File: src/rtl/matrix_pkg.sv
// Shared constants and helpers for the LED-matrix receive-side capture model.
package matrix_pkg;

  localparam int ROWS  = 8;
  localparam int COLS  = 8;
  localparam int ROW_W = $clog2(ROWS);

  // Result of a one-hot decode: index of the set bit plus a flag that
  // exactly one bit was set.
  typedef struct packed {
    logic             valid;
    logic [ROW_W-1:0] idx;
  } onehot_t;

  // Decode a row-select vector; idx is meaningful only when valid is set.
  function automatic onehot_t onehot_idx(input logic [ROWS-1:0] v);
    onehot_t r;
    int      cnt;
    r   = '0;
    cnt = 0;
    for (int i = 0; i < ROWS; i++) begin
      if (v[i]) begin
        cnt   = cnt + 1;
        r.idx = ROW_W'(i);
      end
    end
    r.valid = (cnt == 1);
    return r;
  endfunction

endpackage

File: src/rtl/matrix_capture_pin_sync.sv
// Two-flop synchronizer for one asynchronous matrix pin, with a previous-value
// flop so a single-cycle rising-edge strobe can be derived on the clk side.
module pin_sync (
  input  logic clk,
  input  logic reset_n,
  input  logic pin,
  output logic s,
  output logic rise
);

  logic meta;
  logic prev;

  // Synchronizer chain plus one-cycle-delayed copy for edge detection.
  always_ff @(posedge clk or negedge reset_n) begin
    if (!reset_n) begin
      meta <= 1'b0;
      s    <= 1'b0;
      prev <= 1'b0;
    end else begin
      meta <= pin;
      s    <= meta;
      prev <= s;
    end
  end

  assign rise = s & ~prev;

endmodule

File: src/rtl/matrix_capture.sv
// Receive-side model of the LED-matrix serial interface: rebuilds the frame
// driven onto the six matrix pins into a row-indexed store and flags latches
// whose row selection is not one-hot.
module matrix_capture
  import matrix_pkg::*;
#(
  parameter int ROWS = matrix_pkg::ROWS,
  parameter int COLS = matrix_pkg::COLS
) (
  input  logic                    clk,
  input  logic                    reset_n,
  input  logic                    rclk,
  input  logic                    rsdi,
  input  logic                    cclk,
  input  logic                    csdi,
  input  logic                    le,
  input  logic                    oeb,
  input  logic [$clog2(ROWS)-1:0] rd_row,
  output logic [COLS-1:0]         rd_data,
  output logic [COLS-1:0]         lit,
  output logic [$clog2(ROWS)-1:0] lit_row,
  output logic                    frame_done,
  output logic                    row_err,
  output logic [15:0]             latch_cnt
);

  localparam int NPINS = 6;

  // Pin order in the synchronizer bank: clocks first so their rise strobes
  // occupy the low bits; data and oeb rise strobes are never used.
  logic [NPINS-1:0] pins;
  logic [NPINS-1:0] pins_s;
  logic [NPINS-1:0] pins_rise;

  assign pins = {oeb, csdi, rsdi, le, cclk, rclk};

  genvar gi;
  generate
    for (gi = 0; gi < NPINS; gi++) begin : g_sync
      pin_sync u_sync (
        .clk     (clk),
        .reset_n (reset_n),
        .pin     (pins[gi]),
        .s       (pins_s[gi]),
        .rise    (pins_rise[gi])
      );
    end
  endgenerate

  logic rclk_rise, cclk_rise, le_rise;
  logic rsdi_s, csdi_s, oeb_s;
  logic unused_rise;

  assign rclk_rise   = pins_rise[0];
  assign cclk_rise   = pins_rise[1];
  assign le_rise     = pins_rise[2];
  assign rsdi_s      = pins_s[3];
  assign csdi_s      = pins_s[4];
  assign oeb_s       = pins_s[5];
  assign unused_rise = ^{pins_rise[5:3], pins_s[2:0]};

  logic [COLS-1:0] col_sr;
  logic [ROWS-1:0] row_sr;
  logic [COLS-1:0] col_q;
  logic [ROWS-1:0] row_q;
  logic [ROWS-1:0] written;
  logic [ROWS-1:0] written_set;
  logic            all_written;
  logic [COLS-1:0] frame [ROWS];

  onehot_t row_oh;
  onehot_t q_oh;
  logic    wr_en;

  assign row_oh = onehot_idx(row_sr);
  assign q_oh   = onehot_idx(row_q);
  assign wr_en  = le_rise & row_oh.valid;

  // Row coverage including the write committing this cycle; a full set
  // produces frame_done and restarts tracking in the same cycle.
  always_comb begin
    written_set = written;
    if (wr_en) begin
      written_set[row_oh.idx] = 1'b1;
    end
    all_written = &written_set;
  end

  // Shift chains; a latch in the same cycle sees the pre-shift values
  // because both updates are non-blocking.
  always_ff @(posedge clk or negedge reset_n) begin
    if (!reset_n) begin
      col_sr <= '0;
      row_sr <= '0;
    end else begin
      if (cclk_rise) col_sr <= {col_sr[COLS-2:0], csdi_s};
      if (rclk_rise) row_sr <= {row_sr[ROWS-2:0], rsdi_s};
    end
  end

  // Output latches, latch counter, sticky row error and frame completion.
  always_ff @(posedge clk or negedge reset_n) begin
    if (!reset_n) begin
      col_q      <= '0;
      row_q      <= '0;
      latch_cnt  <= '0;
      row_err    <= 1'b0;
      written    <= '0;
      frame_done <= 1'b0;
    end else begin
      if (le_rise) begin
        col_q     <= col_sr;
        row_q     <= row_sr;
        latch_cnt <= latch_cnt + 16'd1;
        if (!row_oh.valid) row_err <= 1'b1;
      end
      written    <= all_written ? '0 : written_set;
      frame_done <= all_written;
    end
  end

  // Frame store: one flop row per matrix row, cleared on reset.
  always_ff @(posedge clk or negedge reset_n) begin
    if (!reset_n) begin
      for (int r = 0; r < ROWS; r++) frame[r] <= '0;
    end else if (wr_en) begin
      frame[row_oh.idx] <= col_sr;
    end
  end

  // Registered read port; a same-cycle write is seen on the next read.
  always_ff @(posedge clk or negedge reset_n) begin
    if (!reset_n) begin
      rd_data <= '0;
    end else begin
      rd_data <= frame[rd_row];
    end
  end

  assign lit     = oeb_s ? '0 : col_q;
  assign lit_row = q_oh.valid ? q_oh.idx : '0;

endmodule

File: config.mk
export PLATFORM = sky130hd
export DESIGN_NAME = matrix_capture
export DESIGN_NICKNAME = d
export VERILOG_FILES = /design/src/rtl/matrix_pkg.sv /design/src/rtl/matrix_capture_pin_sync.sv /design/src/rtl/matrix_capture.sv
export SDC_FILE = /design/constraint.sdc
export NUM_CORES = 1
export LEC_CHECK = 0
export CAP_MARGIN = 0
export CORE_MARGIN = 2
export CORE_UTILIZATION = 59
export DETAILED_ROUTE_END_ITERATION = 10
export PLACE_DENSITY = 0.84
export RECOVER_POWER = 50
export SLEW_MARGIN = 40
export SYNTH_ARGS = -nofsm -noshare
export SYNTH_HDL_FRONTEND = slang
export SYNTH_HIERARCHICAL = 1
export SYNTH_SLANG_ARGS = --single-unit
File: constraint.sdc
create_clock -name clk -period 5.91 [get_ports clk]
set_input_delay 1.182 -clock clk [delete_from_list [all_inputs] [get_ports clk]]
set_output_delay 1.182 -clock clk [all_outputs]
set_load 0.005 [all_outputs]
==> out/results.ini <==
[setup_path]
cp_max_fo = 3
r2r-end = frame[0]
cp-start-kind = flip-flop
cp.arrival_ns = 4.51
r2r_cells = 20
worstPathRequired_ns = 4.73
crit_top_cell = ha_1
worstSetupPathType = reg -> out
cp_slowest_cell = dfrtp_1
reg2reg_slack_ns = 0.38
rr_startpoint = row_sr[1]
end_kind = primary output
critPathMaxStageDelay_ns = 0.39
crit_chain = buf_4, ha_2, nor2_4, nor2_1, ha_1, nand2_2, o31ai_2, ha_1, mux2_4, ha_1, mux2_4, ha_1, mux2_4, ha_4, a2111oi_4, o211ai_1, buf_4, a21oi_2, clkbuf_2

[cells_and_area]
nets = 620
instances_no_fill = 754
synthToLayoutAreaGrowth_pct = 17.9
nFillCells = 763
drive_gt1_frac = 0.308
n_antenna_cell = 0

[die]
start_util = 0.598
ioPinCount = 48
die_area_um2 = 13000
rows = 40
die_w_um = 114
die_y_um = 114
core_um2 = 11900

[yosys]
synth.avg_cell_area_um2 = 13.0
syn_inst = 548
syn_area_um2 = 7120
synthesis.nets = 574
ys_warn_count = 6

[worst_hold_path]
min_to = g_sync[5].u_sync/s
hold_path_class = reg -> reg
hp-start = g_sync[5].u_sync/meta
min_path_cells = 0

[placed_design]
gp_congestion = 0.858
portBuffers = 47
place_inst = 718
dp_hpwl_mm = 9.18

[pwr]
p_leak_nw = 3.75
power_density_nw_per_um2 = 487
vdd_drop_max_mv = 0.264
power_mw = 4.09

[timing]
timing.final.crit_period_ns = 5.69
fmax_ghz = 0.176
timing.final.crit_share = 0.962
skew_ns = 0.0119
tightest_slew_ns = 2.19
tns_ns = 0
max-slew-margin-rel = -0.464
rsz0062_at_grt = false
setup-violations-final = 0
drv_slew = 152
hold_violations = 0

[run_status]
status = finished, violations left
violations = capacitance limit, slew limit

[detailed_routing]
drt_iter0_drc = 290
wire_per_inst_um = 18.8
dr.pass1.iters = 5
drc = 0
num_vias = 4523
wl_mm = 14.1
ant_nets = 0
routed_via_density = 6.00

[clock_tree]
cts_root_buf = clkbuf_16
holdBufCountCts = 0
clk_path_buf_depth = 2
insertion_delay_ns = 0.42
path_clk_slew_ns = 0.06
clock_sink_count = 145
numCtsBuffers = 17
cts_max_level = 4
cts_tree = yes

[global_route]
first_global_vias = 4639
grt_pass1_wl_mm = 23.4
antenna_found_initial = 0
overflow = 0
track_usage = 0.233
grt_max_degree = 105

[job]
drv_cap = 3

==> worst max-delay path, delay by kind of cell, from the launching register on <==
family | cells | cell delay (ns)
buf+inv | 3 | 0.45
fa+ha+maj | 6 | 1.55
compound gates | 4 | 0.65
flops | 1 | 0.39
mux | 3 | 0.84
simple gates | 3 | 0.24
==> sequential cells by signal (all words and copies together), names as in the netlist <==
name / count
row_q: 8
col_q: 8
written: 8
g_sync.u_sync/meta: 6
latch_cnt: 16
row_err: 1
frame: 64
g_sync.u_sync/prev: 3
g_sync.u_sync/s: 6
frame_done: 1
row_sr: 8
col_sr: 8
rd_data: 8
==> routing by layer <==
metal	global-route usage	routed length (um)	vias to the layer above	share of wire
li1	-	-	2050	-
met1	0.307	6160	2337	0.44
met2	0.383	7230	123	0.51
met3	0.0579	616	13	0.044
met4	0.0797	140	0	0.0099
met5	0	0	-	0
==> power by group <==
| group | switching (mW) | internal (mW) |
|---|---|---|
| combinational | 0.668 | 0.770 |
| clock | 0.404 | 0.707 |
| sequential | 0.263 | 1.28 |
| total | 1.34 | 2.75 |
==> layout by cell type (no fill, tap or decap), drive strengths merged, types with 15 or more instances in the layout <==
cell / instances
nor2: 28
dfrtp: 145
ha: 15
o21ai: 16
xnor2: 24
clkdlybuf4s50: 36
inv: 19
mux4: 16
clkbuf: 23
nand2: 34
mux2: 102
==> worst max-delay path by stage <==
stage,startpoint,end,slack [ns],cells after the start
after floorplan,row_sr[0],written[2],0.85,21
after global placement,row_q[1],lit_row[1],0.32,17
after detailed placement,row_q[1],lit_row[1],0.07,17
after CTS,row_q[1],lit_row[1],0.01,20
after global routing,row_q[1],lit_row[1],0.03,19
final,row_q[1],lit_row[1],0.22,19
==> area by class of cell <==
cell class,instances,area (um2),share of cell area
Tap cell,147,184,0.0219
Timing Repair Buffer,58,529,0.0631
Sequential cell,145,3630,0.432
Multi-Input combinational cell,355,3370,0.402
Clock inverter,13,184,0.0219
Inverter,17,63.8,0.00760
Clock buffer,19,433,0.0516
==> metrics by stage <==
step	setup slack, ns	hold slack (ns)	area, um2	utilization
6_report	0.222	0.347	8390	0.705
5_1_grt	0.0276	0.361	8390	0.705
4_1_cts	0.0142	0.348	8400	0.705
3_5_place_dp	0.0747	0.335	7720	0.648
3_3_place_gp	0.325	0.333	7710	0.647
2_1_floorplan	0.853	0.331	7120	-
==> repair_timing <==
item,in CTS,in global routing
pin swaps,2,4
hold endpoints to repair,0,0
gates cloned,0,0
resized for setup,13,10
endpoints found under the setup margin,3,2
buffers inserted,3,1
Power figures use the tool's default switching activity.
